--- src/rtl/dm_arbiter.sv ---
// dm_arbiter: arbitrates the single-port data memory between the CPU datapath and an
// external loader/debug port using fixed 3-cycle transactions. Rev 1.0
`default_nettype none

module dm_arbiter #(
  parameter int AW           = 16,
  parameter int DW           = 32,
  parameter int EXT_MAX_HOLD = 4
) (
  input  logic          clk,
  input  logic          rst_f,
  input  logic          cpu_req,
  input  logic          cpu_we,
  input  logic [AW-1:0] cpu_addr,
  input  logic [DW-1:0] cpu_wdata,
  output logic          cpu_ack,
  output logic [DW-1:0] cpu_rdata,
  output logic          cpu_stall,
  input  logic          ext_req,
  input  logic          ext_we,
  input  logic          ext_lock,
  input  logic [AW-1:0] ext_addr,
  input  logic [DW-1:0] ext_wdata,
  output logic          ext_ack,
  output logic [DW-1:0] ext_rdata,
  output logic [AW-1:0] dm_addr,
  output logic [DW-1:0] dm_wdata,
  output logic          dm_we,
  input  logic [DW-1:0] dm_rdata,
  output logic          busy
);

  localparam int HW = $clog2(EXT_MAX_HOLD + 1);
  localparam logic GRANT_CPU = 1'b0;
  localparam logic GRANT_EXT = 1'b1;

  typedef enum logic [1:0] {
    S_IDLE    = 2'd0,
    S_GNT_CPU = 2'd1,
    S_GNT_EXT = 2'd2,
    S_ACK     = 2'd3
  } state_t;

  state_t        state_q, state_d;
  logic          last_q, last_d;
  logic [HW-1:0] hold_q, hold_d;
  logic [AW-1:0] addr_q, addr_d;
  logic [DW-1:0] wdata_q, wdata_d;
  logic          we_q, we_d;
  logic [DW-1:0] cpu_rdata_q, cpu_rdata_d;
  logic [DW-1:0] ext_rdata_q, ext_rdata_d;
  logic          pick_ext;

  always_ff @(posedge clk or negedge rst_f) begin
    if (!rst_f) begin
      state_q     <= S_IDLE;
      last_q      <= GRANT_EXT;
      hold_q      <= '0;
      addr_q      <= '0;
      wdata_q     <= '0;
      we_q        <= 1'b0;
      cpu_rdata_q <= '0;
      ext_rdata_q <= '0;
    end else begin
      state_q     <= state_d;
      last_q      <= last_d;
      hold_q      <= hold_d;
      addr_q      <= addr_d;
      wdata_q     <= wdata_d;
      we_q        <= we_d;
      cpu_rdata_q <= cpu_rdata_d;
      ext_rdata_q <= ext_rdata_d;
    end
  end

  always_comb begin
    state_d     = state_q;
    last_d      = last_q;
    hold_d      = hold_q;
    addr_d      = addr_q;
    wdata_d     = wdata_q;
    we_d        = 1'b0;
    cpu_rdata_d = cpu_rdata_q;
    ext_rdata_d = ext_rdata_q;
    pick_ext    = 1'b0;
    case (state_q)
      S_IDLE: begin
        if (cpu_req || ext_req) begin
          if (!cpu_req) begin
            pick_ext = 1'b1;
          end else if (!ext_req) begin
            pick_ext = 1'b0;
          end else if (ext_lock && (last_q == GRANT_EXT) && (hold_q < HW'(EXT_MAX_HOLD))) begin
            pick_ext = 1'b1;
          end else begin
            pick_ext = (last_q == GRANT_CPU);
          end
          if (pick_ext) begin
            state_d = S_GNT_EXT;
            addr_d  = ext_addr;
            wdata_d = ext_wdata;
            we_d    = ext_we;
            // A contested EXT grant after an EXT grant can only be the locked branch.
            if (!cpu_req) begin
              hold_d = '0;
            end else if (last_q == GRANT_EXT) begin
              hold_d = hold_q + HW'(1);
            end
          end else begin
            state_d = S_GNT_CPU;
            addr_d  = cpu_addr;
            wdata_d = cpu_wdata;
            we_d    = cpu_we;
            hold_d  = '0;
          end
        end
      end
      S_GNT_CPU: begin
        if (!we_q) cpu_rdata_d = dm_rdata;
        last_d  = GRANT_CPU;
        state_d = S_ACK;
      end
      S_GNT_EXT: begin
        if (!we_q) ext_rdata_d = dm_rdata;
        last_d  = GRANT_EXT;
        state_d = S_ACK;
      end
      S_ACK: begin
        state_d = S_IDLE;
      end
      default: begin
        state_d = S_IDLE;
      end
    endcase
  end

  // last_q already names the owner of the transaction being acknowledged.
  assign cpu_ack   = (state_q == S_ACK) && (last_q == GRANT_CPU);
  assign ext_ack   = (state_q == S_ACK) && (last_q == GRANT_EXT);
  assign cpu_stall = cpu_req & ~cpu_ack;
  assign cpu_rdata = cpu_rdata_q;
  assign ext_rdata = ext_rdata_q;
  assign dm_addr   = addr_q;
  assign dm_wdata  = wdata_q;
  assign dm_we     = we_q;
  assign busy      = (state_q != S_IDLE);

endmodule

`default_nettype wire

--- config.mk ---
export PLATFORM = sky130hd
export DESIGN_NAME = dm_arbiter
export DESIGN_NICKNAME = d
export VERILOG_FILES = /design/src/rtl/dm_arbiter.sv
export SDC_FILE = /design/constraint.sdc
export NUM_CORES = 1
export LEC_CHECK = 0
export BUFFER_PORTS_ARGS = -buffer_cell sky130_fd_sc_hd__buf_4
export CORE_MARGIN = 10
export CORE_UTILIZATION = 33
export DETAILED_ROUTE_END_ITERATION = 7
export SYNTH_ARGS = -nofsm -noshare
export SYNTH_HDL_FRONTEND = slang
export SYNTH_SLANG_ARGS = --single-unit
--- constraint.sdc ---
create_clock -name clk -period 4.2 [get_ports clk]
set_clock_uncertainty 0.05 [all_clocks]
set_input_delay 0.84 -clock clk [delete_from_list [all_inputs] [get_ports clk]]
set_output_delay 0.84 -clock clk [all_outputs]
set_load 0.02 [all_outputs]
## Word-level counts from Yosys, hierarchy flattened

Index checks and enable logic that the tools add are counted.

- Output and inout bits: 117
- Register bits after elaboration: 119
- Logic and storage cells: 49
- Input port bits: 135

- Order comparisons: 1
- Muxes and demuxes: 17
- Reductions and logical operators: 13
- Bitwise operators: 4
- Eq/ne operators: 5
- Add/subtract/negate cells: 1

Operators with widths:

| operator | count |
|---|---|
| $mux 32 | 1 |
| $mux 16 | 1 |
| $mux 3 | 3 |
| $mux 1 | 8 |
| $pmux 2 s3 | 1 |
| $reduce_and 2->1 | 3 |
| $eq 2x2->1 const B | 2 |
| $logic_and 1x1->1 | 4 |
| $mux 2 | 2 |
| $reduce_bool 2->1 | 2 |
| $add 3x1->3 const B | 1 |
| $lt 3x3->1 const B | 1 |
| $ne 3x3->1 const B | 1 |
| $not 1->1 | 3 |
| $reduce_and 3->1 | 1 |
| $eq 2x1->1 const B | 1 |
| $logic_not 2->1 | 1 |
| $ne 2x2->1 const B | 1 |
| $pmux 1 s2 | 1 |
| $reduce_or 2->1 | 1 |
| $and 1x1->1 | 1 |
| $logic_or 1x1->1 | 1 |

## Longest topological paths before layout

Gate-level depths: netlist of run 1.

- Word-level depth: 10
- Depth in mapped cells: 7
- Gate-level depth less buffers: 6

## Worst setup path before layout of run 1

Ideal clock, no wire load.

- Path kind: input-to-output
- From: in cpu_req
- To: out cpu_stall
- Required time: 3310 ps
- Slack: 2143 ps
- Path buffers: 0
- Stages on the path: 1
- Arrival: 1167 ps
- Cells stage by stage: nor2b_1

- Cells in the longest elaborated chain, start to end: 1

Ends and longest elaborated chain:

| what | line | RTL |
|---|---|---|
| from (decl) | 12 | `input logic cpu_req,` |
| $and 1x1->1 | 140 | `assign cpu_stall = cpu_req & ~cpu_ack;` |
| to (decl) | 18 | `output logic cpu_stall,` |

No other way between the ends.

## Final worst setup path of run 1

- From: reg state_q[0]
- To: out cpu_stall

- Cells in the longest elaborated chain, start to end: 4

Ends and longest elaborated chain:

| what | line | RTL |
|---|---|---|
| from (decl) | 44 | `state_t state_q, state_d;` |
| from (signal assigned) | 65 | `state_q <= state_d;` |
| $eq 2x2->1 | 138 | `assign cpu_ack = (state_q == S_ACK) && (last_q == GRANT_CPU);` |
| $logic_and 1x1->1 | 138 |  |
| $not 1->1 | 140 |  |
| $and 1x1->1 | 140 |  |

No other way between the ends.

==> results of run 1 <==
area by class of cell:
| class | instances | share of cell area, % |
|---|---|---|
| clock buffer | 20 | 5.84 |
| clock inverter | 12 | 2.93 |
| inverter | 4 | 0.196 |
| multi-input combinational | 291 | 24.1 |
| sequential | 119 | 38.9 |
| tap | 184 | 3.01 |
| timing repair buffer | 253 | 25.0 |
cell usage after synthesis:
library cell / number
dfstp_2: 1
a32oi_1: 1
ha_1: 5
nor2b_2: 1
a22o_1: 2
nand3_1: 1
mux2_1: 4
buf_4: 1
and2_1: 1
o21ai_0: 2
o21bai_1: 2
nor2_1: 51
a21oi_2: 1
a21o_2: 1
nand2b_1: 2
nand2_1: 100
nor2b_1: 3
buf_2: 19
mux2_2: 62
inv_1: 4
nor3_1: 1
nor2_2: 1
clkbuf_1: 4
buf_6: 4
and2_4: 1
a31oi_1: 49
dfrtp_1: 118
metrics by stage:
| step | instance area (um^2) | hold slack (ns) | util, % |
|---|---|---|---|
| 6_report | 7650 | 0.437 | 52.2 |
| 4_1_cts | 7650 | 0.454 | 52.2 |
| 2_1_floorplan | 4980 | 0.414 | - |
| 3_3_place_gp | 6980 | 0.420 | 47.7 |
| 5_1_grt | 7650 | 0.464 | 52.2 |
| 3_5_place_dp | 6980 | 0.442 | 47.7 |
cells in the final DEF, fill, tap and decap left out, types with 2 or more instances in the layout:
cell type / count
bufinv_16: 6
nor2b_1: 2
clkinv_4: 3
inv_1: 4
clkbuf_1: 2
buf_4: 252
mux2_2: 62
dfrtp_1: 118
clkbuf_16: 17
o21bai_1: 2
a22o_1: 2
a31oi_1: 49
clkinv_2: 2
nor2_1: 51
o21ai_0: 2
ha_1: 5
nand2_1: 100
mux2_1: 4
registers in the layout (all words and copies together) (netlist names):
signal,cells
dm_wdata,32
ext_rdata,32
last_q,1
cpu_rdata,32
dm_we,1
hold_q,3
state_q,2
dm_addr,16
cell families (layout without fill, tap and decap cells):
logic type	count (synthesis)	after routing	synth area share, %
simple gates	162	162	12.8
buf+inv	32	289	3.57
compound gates	58	58	7.54
mux	66	66	14.9
flops	119	119	59.9
fa+ha+maj	5	5	1.26
worst max-delay path, delay by kind of cell (launching register included):
family,cells,cell delay (ns)
buffers and inverters,1,0.18
AND/OR/NAND/NOR,2,0.28
adder cells (fa/ha/maj),1,0.22
flip-flops,1,0.42
power by group:
part / switching (mW) / internal, mW
registers: 0.321 / 1.73
logic: 1.64 / 1.39
clock network: 0.518 / 1.13
layer usage:
metal,vias up,share of wire (%),global-route usage [%]
li1,1993,-,-
met1,1990,41,17.8
met2,203,45,23.9
met3,20,13,9.59
met4,0,1.6,5.86
met5,-,0,0
path summary, 6_finish.rpt:
check                           endpoint  cells after the start
max in group asynchronous   ext_rdata[5]                      2
max                            cpu_stall                      4
min reg2reg                 cpu_rdata[6]                      1
max reg2reg                   dm_addr[1]                      7
min in group clk            cpu_rdata[6]                      1
min                        cpu_rdata[23]                      1
==> metrics, run 1 <==
Root Buffer=clkbuf_16; vias=between 4000 and 5000; initial cell density of the core=34.0%; # Post-CTS Setup Buffers=0; H-tree depth=4; Syn Area/Cell=11.3 um^2; LEAKAGE=3.66 nW; worst setup path category=reg2out; Slew Limit Fails=0; DR WL/cell=18.2 um; Critical Path Max Stage Delay=0.42 ns; most repeated library cell on the critical path=nor2b_1; Worst VDD drop=0.318 mV; die area=20400 um^2; Yosys Warn Count=0; Vias/cell=4.76; TNS Setup=0 ns; setup violators final=0; Max-cap violations=0; initial antenna violation count=0; post-route antenna net violation count=0; first-pass GRT wire length=24.8 mm; Residual DRC=0; clock sinks=119; vias in the first global route=roughly 4500; # diodes=0; FF+latch area=2980 um^2; post-route minimum period=2.40 ns; Crit-path slowest cell=dfrtp_1; dominant cell type by area after synthesis=dfrtp_1; number of cell rows=between 40 and 50; syn_nets=582; worst hold path class=in2async; Port Buffer Count=between 200 and 300; Final Hold Fails=0; post-place setup slack=roughly 1.5 ns; RSZ-0062 raised after global routing=no; Clock Latency Late Sink=0.41 ns; status=completed; top cells by area, synth=dfrtp_1 (59%), mux2_2 (14%), nand2_1 (7.5%), a31oi_1 (6.2%), nor2_1 (3.8%); GRT overflow=0; Non-Filler Instances=around 900; Post-CTS Hold Fix Bufs=0; CP startpoint kind=flop; Layout area overhead=53.7%; 1st-pass router iterations=5; Tcrit/Tclk final=57.1%; area occupied by multi-input gates=1840 um^2; Slew HR=between 10% and 20%; total track usage=between 15 and 20%; Synth top area share=59.3%; worst setup margin=~1.8 ns; Worst-path clk slew=0.05 ns; Placer Congestion=0.816; Total Power=between 6 and 7 mW; crit-path max FO=4; Slew @ Worst Pin=1.21 ns; Chip Height=143 um; Ports=~250; Max Clk Rate=0.417 GHz; cts bufs inserted=17; sequential-to-total area share from yosys stat=59.9%; RR Startpoint=state_q[0]; post-cts resize count=0; die extent in x=approximately 140 um; share of layout cells above drive strength 1=50.5%; DP HPWL=12.3 mm; PwrDens=between 800 and 900 nW/um^2; Worst Path Arrival=~1.5 ns; Core Area=approximately 15000 um^2; Initial DRC Count=202; Clock Path Buffers=2; placed insts=about 850; library cells used by synthesis=27; Worst R2R Setup Slack=1.99 ns; pin count of the biggest net entering global routing=97; chain of cells forming the critical path=ha_1 > nor2b_1 > nor2b_1 > buf_4; Gate Count Post-Synth=442; worst setup path start=state_q[0]; number of fill cells=1309; CP required=roughly 3.3 ns; final WL=16.1 mm; Setup crit end kind=output port; FF+latch count, synth=119; mapped cell area=between 4000 and 5000 um^2; CTS tree=yes; Nets=826
Power figures use the tool's default switching activity.
==> run 2: changes to the inputs <==
==> constraint.sdc (replaced) <==
create_clock -name clk -period 2.4 [get_ports clk]
set_clock_uncertainty 0.05 [all_clocks]
set_input_delay 0.48 -clock clk [delete_from_list [all_inputs] [get_ports clk]]
set_output_delay 0.48 -clock clk [all_outputs]
set_load 0.02 [all_outputs]
==> metrics, run 2 (synthesis results as in run 1) <==
status=completed; Clock Path Buffers=2; PwrDens=1510 nW/um^2; Core Area=14600 um^2; initial antenna violation count=0; Ports=252; Net Sw Frac=a little under two fifths; RSZ-0062 raised after global routing=no; post-cts resize count=0; Post-CTS Hold Fix Bufs=0; WL met3=1.93 mm; share of layout cells above drive strength 1=around 51%; R2R depth=4; most common cell after layout, fill and taps aside=buf_4; DR WL/cell=18.5 um; clock sinks=119; # Post-CTS Setup Buffers=0; GRT overflow=0; combinational cell fraction of total power=46.7%; Worst R2R Setup Slack=approximately 0.38 ns; Slew @ Worst Pin=just under 1 ns; crit-path max FO=4; Root Buffer=clkbuf_16; CP startpoint kind=flop; Tcrit/Tclk final=95.9%; Port Buffer Count=~250; sequential power share=31.1%; worst setup path category=reg2out; Worst-path clk slew=0.05 ns; Clk pwr share=22.2%; Worst Path Arrival=about 1.8 ns; vias in the first global route=approximately 4400; FF+latch area=2980 um^2; Vias/cell=4.73; most frequent cells in the layout=buf_4 (252), dfrtp_1 (118), nand2_1 (100); pin count of the biggest net entering global routing=93; # diodes=0; Net Sw Power=between 4 and 5 mW; Placer Congestion=0.813; post-route minimum period=2.30 ns; Clock Latency Late Sink=about 0.4 ns; Residual DRC=0; Setup crit end kind=output port; post-route antenna net violation count=0; CTS tree=yes; first-pass GRT wire length=25.0 mm; H-tree depth=4; area occupied by multi-input gates=1840 um^2; Initial DRC Count=123; DP HPWL=12.7 mm; Hold WS=0.0175 ns; LEAKAGE=roughly 3.7 nW; number of cell rows=between 40 and 50; CP required=approximately 1.9 ns; Max Clk Rate=0.435 GHz; Total Power=11.6 mW; Slew HR=34.4%; die extent in x=143 um; total track usage=15.9%; setup violators final=0; met2 wire len=7.35 mm; die area=20400 um^2; Layout area overhead=54.0%; met1 WL=around 7 mm; top routing layer in use=met4; final WL=16.4 mm; worst hold path class=in2async; Max-cap violations=0; vias=4198; initial cell density of the core=34.0%; TNS Setup=0 ns; Nets=830; Chip Height=143 um; Worst VDD drop=0.623 mV; cts bufs inserted=17; 1st-pass router iterations=4; Final Hold Fails=0; RR Endpoint=dm_wdata[24]; internal power component=7.17 mW; number of fill cells=roughly 1300; Slew Limit Fails=0; RR Startpoint=last_q
[run 2: per-layer routing]
layer / GRT usage (%) / vias up
met3: 8.69 / 14
met4: 5.97 / 0
met5: 0 / -
met1: 18.8 / 1988
li1: - / 2000
met2: 23.7 / 196
[run 2: per-stage QoR]
stage / util [%] / cell area, um^2 / setup WS, ns / std cells
finish: 52.3 / 7660 / 0.0995 / 887
global route: 52.3 / 7660 / 0.0786 / 887
CTS: 52.3 / 7660 / 0.130 / 887
detailed placement: 48.2 / 7060 / 0.300 / 855
global placement: 48.2 / 7060 / 0.345 / 855
floorplan: - / 4980 / 0.713 / 442
[run 2: how the worst max path moves through the flow]
stage                from           to  cells past startpoint
2_1_floorplan  state_q[0]   dm_addr[0]                      7
5_1_grt        state_q[0]    cpu_stall                      4
6_report       state_q[0]    cpu_stall                      4
4_1_cts        state_q[0]    cpu_stall                      4
3_3_place_gp      cpu_req  dm_wdata[8]                      5
3_5_place_dp      cpu_req   dm_addr[0]                      5
[run 2: power groups by stage]
stage	combinational (mW)	sequential, mW	clock [mW]
after detailed placement	5.51	3.63	0
after CTS	5.51	3.62	2.64
after global routing	5.81	3.74	2.74
final	5.41	3.61	2.57
after floorplan	1.91	4.74	0
after global placement	5.44	3.58	0
[run 2: worst max-delay path, cell delays in order, from the launching register on]
cell     delay [ns]
dfrtp_1        0.41
ha_1           0.22
nor2b_1        0.19
nor2b_1        0.32
buf_4          0.22
[run 2: layout make-up]
type,instances,area share [%]
inverters,4,0.196
clock buffers,17,5.55
repair buffers,257,26.0
multi-input cells,291,24.0
clock inverters,15,2.35
flip-flops and latches,119,38.9
well taps,184,3.00
